$ cat src/rtl/line_buffer_3row_if.sv
// Pixel-in / column-out bundle for line_buffer_3row.
// DATA_WIDTH defaults to 8 when the build does not define it.
`ifndef DATA_WIDTH
`define DATA_WIDTH 8
`endif

interface line_buffer_3row_if #(
  parameter int DATA_WIDTH = `DATA_WIDTH,
  parameter int COL_W      = 5
);
  logic                         in_valid;
  logic                         in_sof;
  logic signed [DATA_WIDTH-1:0] in_px;
  logic                         out_valid;
  logic signed [DATA_WIDTH-1:0] row0_px;
  logic signed [DATA_WIDTH-1:0] row1_px;
  logic signed [DATA_WIDTH-1:0] row2_px;
  logic [COL_W-1:0]             out_col;
  logic                         out_last_col;
  logic                         frame_done;

  modport master (
    output in_valid, in_sof, in_px,
    input  out_valid, row0_px, row1_px, row2_px,
    input  out_col, out_last_col, frame_done
  );

  modport slave (
    input  in_valid, in_sof, in_px,
    output out_valid, row0_px, row1_px, row2_px,
    output out_col, out_last_col, frame_done
  );
endinterface

$ cat src/rtl/line_buffer_3row.sv
// Raster pixel stream to 3-pixel vertical columns via two line memories.
// Optional LB_TOP_PAD_EN: zero rows above the image, output from row 0.
`ifndef DATA_WIDTH
`define DATA_WIDTH 8
`endif

module line_buffer_3row #(
  parameter int DATA_WIDTH = `DATA_WIDTH,
  parameter int IMG_WIDTH  = 32,
  parameter int IMG_HEIGHT = 32,
  parameter int COL_W      = $clog2(IMG_WIDTH),
  parameter int ROW_W      = $clog2(IMG_HEIGHT)
) (
  input logic             clk,
  input logic             reset,
  line_buffer_3row_if.slave bus
);

  typedef enum logic [1:0] {
    S_FILL0,
    S_FILL1,
    S_STREAM
  } state_t;

`ifdef LB_TOP_PAD_EN
  localparam state_t S_START = S_STREAM;
`else
  localparam state_t S_START = S_FILL0;
`endif

  localparam logic [COL_W-1:0] LAST_COL = COL_W'(IMG_WIDTH - 1);
  localparam logic [ROW_W-1:0] LAST_ROW = ROW_W'(IMG_HEIGHT - 1);

  state_t state;
  state_t s_eff;
  logic [COL_W-1:0] col;
  logic [COL_W-1:0] c_eff;
  logic [ROW_W-1:0] row;
  logic [ROW_W-1:0] r_eff;

  logic signed [DATA_WIDTH-1:0] line0 [IMG_WIDTH];
  logic signed [DATA_WIDTH-1:0] line1 [IMG_WIDTH];
  logic signed [DATA_WIDTH-1:0] rd0;
  logic signed [DATA_WIDTH-1:0] rd1;
  logic signed [DATA_WIDTH-1:0] m0;
  logic signed [DATA_WIDTH-1:0] m1;

  logic last_col;
  logic last_row;
  logic stream;

  logic                         valid_q;
  logic signed [DATA_WIDTH-1:0] r0_q;
  logic signed [DATA_WIDTH-1:0] r1_q;
  logic signed [DATA_WIDTH-1:0] r2_q;
  logic [COL_W-1:0]             col_q;
  logic                         last_q;
  logic                         done_q;

  // A sof pixel is processed as (row 0, col 0) in the start state.
  always_comb begin
    c_eff    = bus.in_sof ? '0 : col;
    r_eff    = bus.in_sof ? '0 : row;
    s_eff    = bus.in_sof ? S_START : state;
    rd0      = line0[c_eff];
    rd1      = line1[c_eff];
    last_col = (c_eff == LAST_COL);
    last_row = (r_eff == LAST_ROW);
    stream   = (s_eff == S_STREAM);
  end

`ifdef LB_TOP_PAD_EN
  always_comb begin
    m0 = (r_eff < ROW_W'(2)) ? '0 : rd0;
    m1 = (r_eff == '0)       ? '0 : rd1;
  end
`else
  always_comb begin
    m0 = rd0;
    m1 = rd1;
  end
`endif

  always_ff @(posedge clk) begin
    if (!reset && bus.in_valid) begin
      line0[c_eff] <= rd1;
      line1[c_eff] <= bus.in_px;
    end
  end

  always_ff @(posedge clk) begin
    if (reset) begin
      state   <= S_START;
      col     <= '0;
      row     <= '0;
      valid_q <= 1'b0;
      r0_q    <= '0;
      r1_q    <= '0;
      r2_q    <= '0;
      col_q   <= '0;
      last_q  <= 1'b0;
      done_q  <= 1'b0;
    end else if (bus.in_valid) begin
      valid_q <= stream;
      r0_q    <= m0;
      r1_q    <= m1;
      r2_q    <= bus.in_px;
      col_q   <= c_eff;
      last_q  <= stream && last_col;
      done_q  <= stream && last_col && last_row;
      if (last_col) begin
        col <= '0;
        row <= last_row ? '0 : r_eff + 1'b1;
        case (s_eff)
          S_FILL0: state <= S_FILL1;
          S_FILL1: state <= S_STREAM;
          default: state <= last_row ? S_START : S_STREAM;
        endcase
      end else begin
        col   <= c_eff + 1'b1;
        row   <= r_eff;
        state <= s_eff;
      end
    end else begin
      valid_q <= 1'b0;
      last_q  <= 1'b0;
      done_q  <= 1'b0;
    end
  end

  assign bus.out_valid    = valid_q;
  assign bus.row0_px      = r0_q;
  assign bus.row1_px      = r1_q;
  assign bus.row2_px      = r2_q;
  assign bus.out_col      = col_q;
  assign bus.out_last_col = last_q;
  assign bus.frame_done   = done_q;

endmodule

$ cat src/flat_wrapper.sv
// flat-port wrapper written by rule: the top's interface ports become plain ports
module line_buffer_3row_flat 
#(
  parameter int DATA_WIDTH = `DATA_WIDTH,
  parameter int IMG_WIDTH  = 32,
  parameter int IMG_HEIGHT = 32,
  parameter int COL_W      = $clog2(IMG_WIDTH),
  parameter int ROW_W      = $clog2(IMG_HEIGHT)
)
  (clk, reset, bus_in_valid, bus_in_sof, bus_in_px, bus_out_valid, bus_row0_px, bus_row1_px, bus_row2_px, bus_out_col, bus_out_last_col, bus_frame_done);
  line_buffer_3row_if #(.DATA_WIDTH(DATA_WIDTH), .COL_W(COL_W)) bus_i ();
  input logic clk;
  input logic reset;
  input wire logic [$bits(bus_i.in_valid)-1:0] bus_in_valid;
  input wire logic [$bits(bus_i.in_sof)-1:0] bus_in_sof;
  input wire logic [$bits(bus_i.in_px)-1:0] bus_in_px;
  output wire logic [$bits(bus_i.out_valid)-1:0] bus_out_valid;
  output wire logic [$bits(bus_i.row0_px)-1:0] bus_row0_px;
  output wire logic [$bits(bus_i.row1_px)-1:0] bus_row1_px;
  output wire logic [$bits(bus_i.row2_px)-1:0] bus_row2_px;
  output wire logic [$bits(bus_i.out_col)-1:0] bus_out_col;
  output wire logic [$bits(bus_i.out_last_col)-1:0] bus_out_last_col;
  output wire logic [$bits(bus_i.frame_done)-1:0] bus_frame_done;
  assign bus_i.in_valid = bus_in_valid;
  assign bus_i.in_sof = bus_in_sof;
  assign bus_i.in_px = bus_in_px;
  assign bus_out_valid = bus_i.out_valid;
  assign bus_row0_px = bus_i.row0_px;
  assign bus_row1_px = bus_i.row1_px;
  assign bus_row2_px = bus_i.row2_px;
  assign bus_out_col = bus_i.out_col;
  assign bus_out_last_col = bus_i.out_last_col;
  assign bus_frame_done = bus_i.frame_done;
  line_buffer_3row #(.DATA_WIDTH(DATA_WIDTH), .IMG_WIDTH(IMG_WIDTH), .IMG_HEIGHT(IMG_HEIGHT), .COL_W(COL_W), .ROW_W(ROW_W)) u_core (.clk(clk), .reset(reset), .bus(bus_i));
endmodule
$ cat config.mk
export PLATFORM = sky130hd
export DESIGN_NAME = line_buffer_3row_flat
export DESIGN_NICKNAME = d
export VERILOG_FILES = /design/src/rtl/line_buffer_3row_if.sv /design/src/rtl/line_buffer_3row.sv /design/src/flat_wrapper.sv
export SDC_FILE = /design/constraint.sdc
export NUM_CORES = 1
export LEC_CHECK = 0
export CAP_MARGIN = 20
export CORE_ASPECT_RATIO = 1.2
export CORE_MARGIN = 2
export CORE_UTILIZATION = 36
export CTS_BUF_LIST = sky130_fd_sc_hd__clkbuf_4
export DETAILED_ROUTE_END_ITERATION = 7
export PLACE_DENSITY_LB_ADDON = 0.2
export RECOVER_POWER = 100
export SLEW_MARGIN = 15
export SYNTH_ARGS = -nofsm -noshare
export SYNTH_HDL_FRONTEND = slang
export SYNTH_SLANG_ARGS = --single-unit
$ cat constraint.sdc
create_clock -name clk -period 7.72 [get_ports clk]
set_input_delay 1.158 -clock clk [delete_from_list [all_inputs] [get_ports clk]]
set_output_delay 1.158 -clock clk [all_outputs]
set_load 0.02 [all_outputs]
---- Word-level counts from Yosys, hierarchy flattened ----
Memory sizes are Yosys's and may differ from the RTL's. A register that Yosys moved wholly into a read port is not among the register bits.
Index checks and enable logic that the tools add are counted.
storage, ports and cells
  register bits ........................... 36
  bits in writable memories ............... 512
  output and inout bits ................... 32
  memories ................................ 2
memory list
  name          depth  width  rd ports  clocked after memory_dff  write ports  line                    source
  u_core.line0  32     8      1         1                         1            line_buffer_3row.sv:41  logic signed [DATA_WIDTH-1:0] line0 [IMG_WIDTH];
  u_core.line1  32     8      1         0                         1            line_buffer_3row.sv:42  logic signed [DATA_WIDTH-1:0] line1 [IMG_WIDTH];
operators by class
  $add $sub $neg .......................... 2
  equality and inequality tests ........... 4
  mux-type cells .......................... 11
  bitwise operators ....................... 1
  reduce and logical (&&, ||, !) cells .... 6
operator list
  cell                 number
  $mux 5               5
  $add 5x1->5 const B  2
  $eq 5x5->1 const B   2
  $mux 2               3
  $pmux 2 s2           1
  $logic_and 1x1->1    3
  $eq 2x1->1 const B   1
  $eq 2x2->1 const B   1
  $logic_not 2->1      1
  $mux 1               2
  $reduce_or 2->1      1
  $logic_not 1->1      1
  $not 1->1            1

---- Depth between registers and ports, before layout ----
  word-level depth ........................ 5
  gate-level depth with buffers ........... 14

---- Least setup slack after synthesis ----
OpenSTA, ideal clock, no wires.
  path kind ............................... input to register
  from .................................... in bus_in_sof
  to ...................................... reg u_core.row[2]
  library setup time ...................... 65 ps
  arrival ................................. 3466 ps
  required time ........................... 7655 ps
  path slack .............................. 4189 ps
  stages .................................. 14
  path through ............................ buf_2 -> nand2b_4 -> inv_2 -> buf_4 -> clkbuf_1 -> ha_1 -> and3_1 -> ha_1 -> clkbuf_1 -> and2_0 -> nand2_1 -> mux2_2 -> a2bb2oi_1 -> nor2_1
on the way
  elaborated cells on any way between the ends .. 7
RTL lines
  item                    line                     source
  start: declaration      flat_wrapper.sv:15       input wire logic [$bits(bus_i.in_sof)-1:0] bus_in_sof;
  $mux 5                  line_buffer_3row.sv:62   c_eff = bus.in_sof ? '0 : col;
  net u_core.c_eff[1]     line_buffer_3row.sv:37   logic [COL_W-1:0] c_eff;
  $eq 5x5->1              line_buffer_3row.sv:67   last_col = (c_eff == LAST_COL);
  $mux 5                  line_buffer_3row.sv:111  if (last_col) begin
  end signal: assignment  line_buffer_3row.sv:113  row <= last_row ? '0 : r_eff + 1'b1;
  end signal: assignment  line_buffer_3row.sv:121  row <= r_eff;
  end: declaration        line_buffer_3row.sv:38   logic [ROW_W-1:0] row;
The timed path passes the listed nets, and every way through them passes these cells.
A chain may end at the register's enable or synchronous reset.

---- Final worst setup path ----
  from .................................... in bus_in_valid
  to ...................................... mem u_core.line1[15][4] in the netlist's numbering, enable pin
on the way
  cells in the longest elaborated chain, start to end .. 3
RTL lines
  item                          line                    source
  start: declaration            flat_wrapper.sv:14      input wire logic [$bits(bus_i.in_valid)-1:0] bus_in_valid;
  $logic_and 1x1->1             line_buffer_3row.sv:85  if (!reset && bus.in_valid) begin
  $mux 1                        line_buffer_3row.sv:85
  $mux 1 (not written as such)  line_buffer_3row.sv:87  line1[c_eff] <= bus.in_px;
  end: declaration              line_buffer_3row.sv:42
Every way passes these cells.

==> metrics.md <==
| Metric | Value |
|---|---|
| Outcome | finished with violations |
| Failing checks | max-capacitance violations, max-slew violations |
| Hold Path Depth | 2 |
| Avg WL per Cell | 27.5 µm |
| EDFF count, synth | 512 |
| Max Clk Rate | 0.178 GHz |
| Total grt overflow | 0 |
| Crit end category | register |
| #FFs+latches synth | 556 |
| P&R area growth vs syn | 14.0% |
| Pins Over Slew Limit | 414 |
| WL final | 67100 µm |
| RR Startpoint | u_core.col[2] |
| Headroom to the max-slew limit | -1.43 |
| CTS H-tree depth | 4 |
| Least-Margin Pin Slew | 3650 ps |
| Post-synthesis instance total | 1374 |
| Reg2Reg Setup Slack | 2190 ps |
| Final Critical Period | 5620 ps |
| Min-delay worst type | reg2reg |
| VDD IR max | 0.110 mV |
| First-pass GRT wire length | 96600 µm |
| Detailed Routing Iterations Pass 1 | 6 |
| Final cycle utilization of the critical path | 0.728 |
| Top Ports | 44 |
| Clk slew on worst S/H paths | 60 ps |
| Share of cells above drive strength 1 | 0.208 |
| 1st-iter DRT viols | 1133 |
| Post-DP Area | 0.0236 mm² |
| Max clock buf depth | 3 |
| Post-route ant nets | 0 |
| Final Net Count | 1552 |
| Post-detail-place hpwl | 39600 µm |
| I/O Buffers | 43 |
| CTS resizes | 0 |
| Worst Path Arrival | 6070 ps |
| PwrDens | 244 mW/mm² |
| Worst hold slack | 488 ps |
| RD Place Congestion | 0.804 |
| Crit path buf inv count | 3 |
| Initial antenna violation count | 3 |
| Row count | 99 |
| Setup TNS | 0 ps |
| Post-CTS Setup Bufs | 0 |
| Die area | 0.0636 mm² |
| Hold Path End | u_core.bus.row2_px[6] |
| FFs w/ async S/R, synth | 0 |
| RSZ-0062 raised after global routing | false |
| Post-route DRC violation count | 0 |
| Initial core utilization | 0.365 |
| Hold Vio Cnt, Final | 0 |
| Via Count | 13500 |
| Final Cell Area | 0.0253 mm² |
| Static leakage | 8.34 nW |
| Number of CTS-inserted buffers | 141 |
| Worst Setup Start Kind | primary input |
| CP cell instances | buf_2, clkbuf_1, nor2b_1, nand2_1, nor2_1, clkbuf_1 |
| Worst-Skew Late Latency | 900 ps |
| Syn Nets | 1393 |
| Hold buffer count at CTS | 0 |
| Top FF cell, synth | edfxtp_1 |
| Critical Path Max Stage Delay | 2550 ps |
| Cell count of the worst reg-to-reg path | 4 |
| Critical-path top delay cell | clkbuf_1 |
| Die Ht | 276 µm |
| Reg-to-reg endpoint | u_core.line1[15][4] |
| CP top delay family | buffers and inverters |
| Hold Startpoint | u_core.bus.row2_px[6] |
| Via density per instance | 5.53 |
| Core Region | 0.0608 mm² |
| WP data required | 8170 ps |
| Setup violators final | 0 |
| Number of max-cap violations | 15 |
| Post-synthesis sequential area ratio | 0.733 |
| CTS tree | done |
| Clk_skew | 67.3 ps |
| Vias in the first global route | 13700 |
| Synth unique cells | 72 |
| Synth Cell Area | 0.0222 mm² |
| Syn Area/Cell | 16.1 µm² |
| Clock Sinks | 556 |
| Number of synthesis warnings | 0 |
| Layout fillers | 5591 |
| CTS Root Cell | clkbuf_4 |
| Die X | 231 µm |
| Total GRT Usage | 0.214 |
| Top cell by count, worst path | clkbuf_1 |
| Crit path max fanout | 57 |
| Pin count of the biggest net entering global routing | 94 |
| Critical path class | in2reg |
## power breakdown
group	total (mW)	internal (mW)	switching, mW
Combinational	0.343	0.108	0.236
Sequential	3.34	3.33	0.0127
Clock	2.48	1.31	1.17
Total	6.16	4.75	1.42
## cells in the final DEF, fill, tap and decap left out, drive strengths merged, types with 18 or more instances in the layout
master	count
o22ai	44
mux2	18
nor2b	22
dfxtp	44
o221ai	21
mux4	27
nand2	105
a311oi	29
nor2	99
clkinv	26
a22oi	21
dlygate4sd3	39
mux2i	91
edfxtp	512
a211oi	30
nand3	20
clkbuf	240
buf	40
## worst min-delay path, stage by stage (launching register included)
cell and delay [ps]:
dfxtp_1 320, mux2i_1 60, nor2_1 70
## worst max path at each step
stage                        from                  end  slack, ps  cells after the start
floorplan              bus_in_sof        u_core.row[2]       4190                     14
global route         bus_in_valid   u_core.line1[3][4]       1940                      6
finish               bus_in_valid  u_core.line1[15][4]       2100                      6
detailed placement     bus_in_sof  u_core.line0[24][3]       2920                      7
global placement       bus_in_sof  u_core.line0[24][3]       2870                      7
CTS                 u_core.col[2]  u_core.line0[10][3]       3690                      6
## cell families (layout without fill, tap and decap cells)
logic type	Yosys count	after routing	synth area share
AO/OA/AOI/OAI	248	248	0.0858
adder cells (fa/ha/maj)	7	7	0.00395
buffers and inverters	101	360	0.0271
flip-flops	556	556	0.733
multiplexers	136	136	0.0776
other	0	2	0
AND/OR/NAND/NOR	326	326	0.0725
## layout make-up
class / instances / area [µm²] / share of cell area
antenna: 2 / 5.00 / 0.000198
clock buffer: 211 / 1580 / 0.0627
clock inverter: 32 / 178 / 0.00703
inverter: 9 / 33.8 / 0.00134
multi-input combinational: 717 / 5350 / 0.212
sequential: 556 / 16300 / 0.643
tap: 808 / 1010 / 0.0400
timing repair buffer: 108 / 858 / 0.0340
## cell usage after synthesis (18+ instances only)
cell type	number	area [µm²]
edfxtp_1	512	15400
nand2_1	105	394
nor2_1	98	368
mux2i_1	91	911
dfxtp_1	44	881
o22ai_1	44	275
buf_2	39	195
a211oi_1	30	225
a311oi_1	28	245
mux4_2	27	608
nor2b_1	22	138
a22oi_1	21	158
o221ai_1	21	184
clkbuf_1	20	75.1
buf_4	18	135
mux2_2	18	203
nand3_1	18	90.1
## layer usage
metal  GRT usage  up-vias  wire [µm]
met1       0.264     6930      26700
met4      0.0913        0       2150
li1            -     5885          -
met5           0        -          0
met2       0.366      593      33900
met3      0.0427      114       4290
## flip-flops by register name, summed over array words and instances (netlist names)
name	cells
u_core.bus.out_valid	1
u_core.state	2
u_core.line1	256
u_core.line0	256
u_core.bus.out_last_col	1
u_core.bus.row0_px	8
u_core.bus.out_col	5
u_core.row	5
u_core.bus.frame_done	1
u_core.bus.row2_px	8
u_core.bus.row1_px	8
u_core.col	5
## metrics by stage
step / power (mW) / cells / setup slack, ps / util
after CTS: 6.24 / 2436 / 3690 / 0.417
after detailed placement: 3.75 / 2193 / 2920 / 0.388
after global routing: 6.40 / 2442 / 1940 / 0.416
final: 6.16 / 2443 / 2100 / 0.416
after floorplan: 3.60 / 1374 / 4190 / -
after global placement: 3.74 / 2191 / 2870 / 0.387
Note: power is estimated with default switching activity, not from simulation.
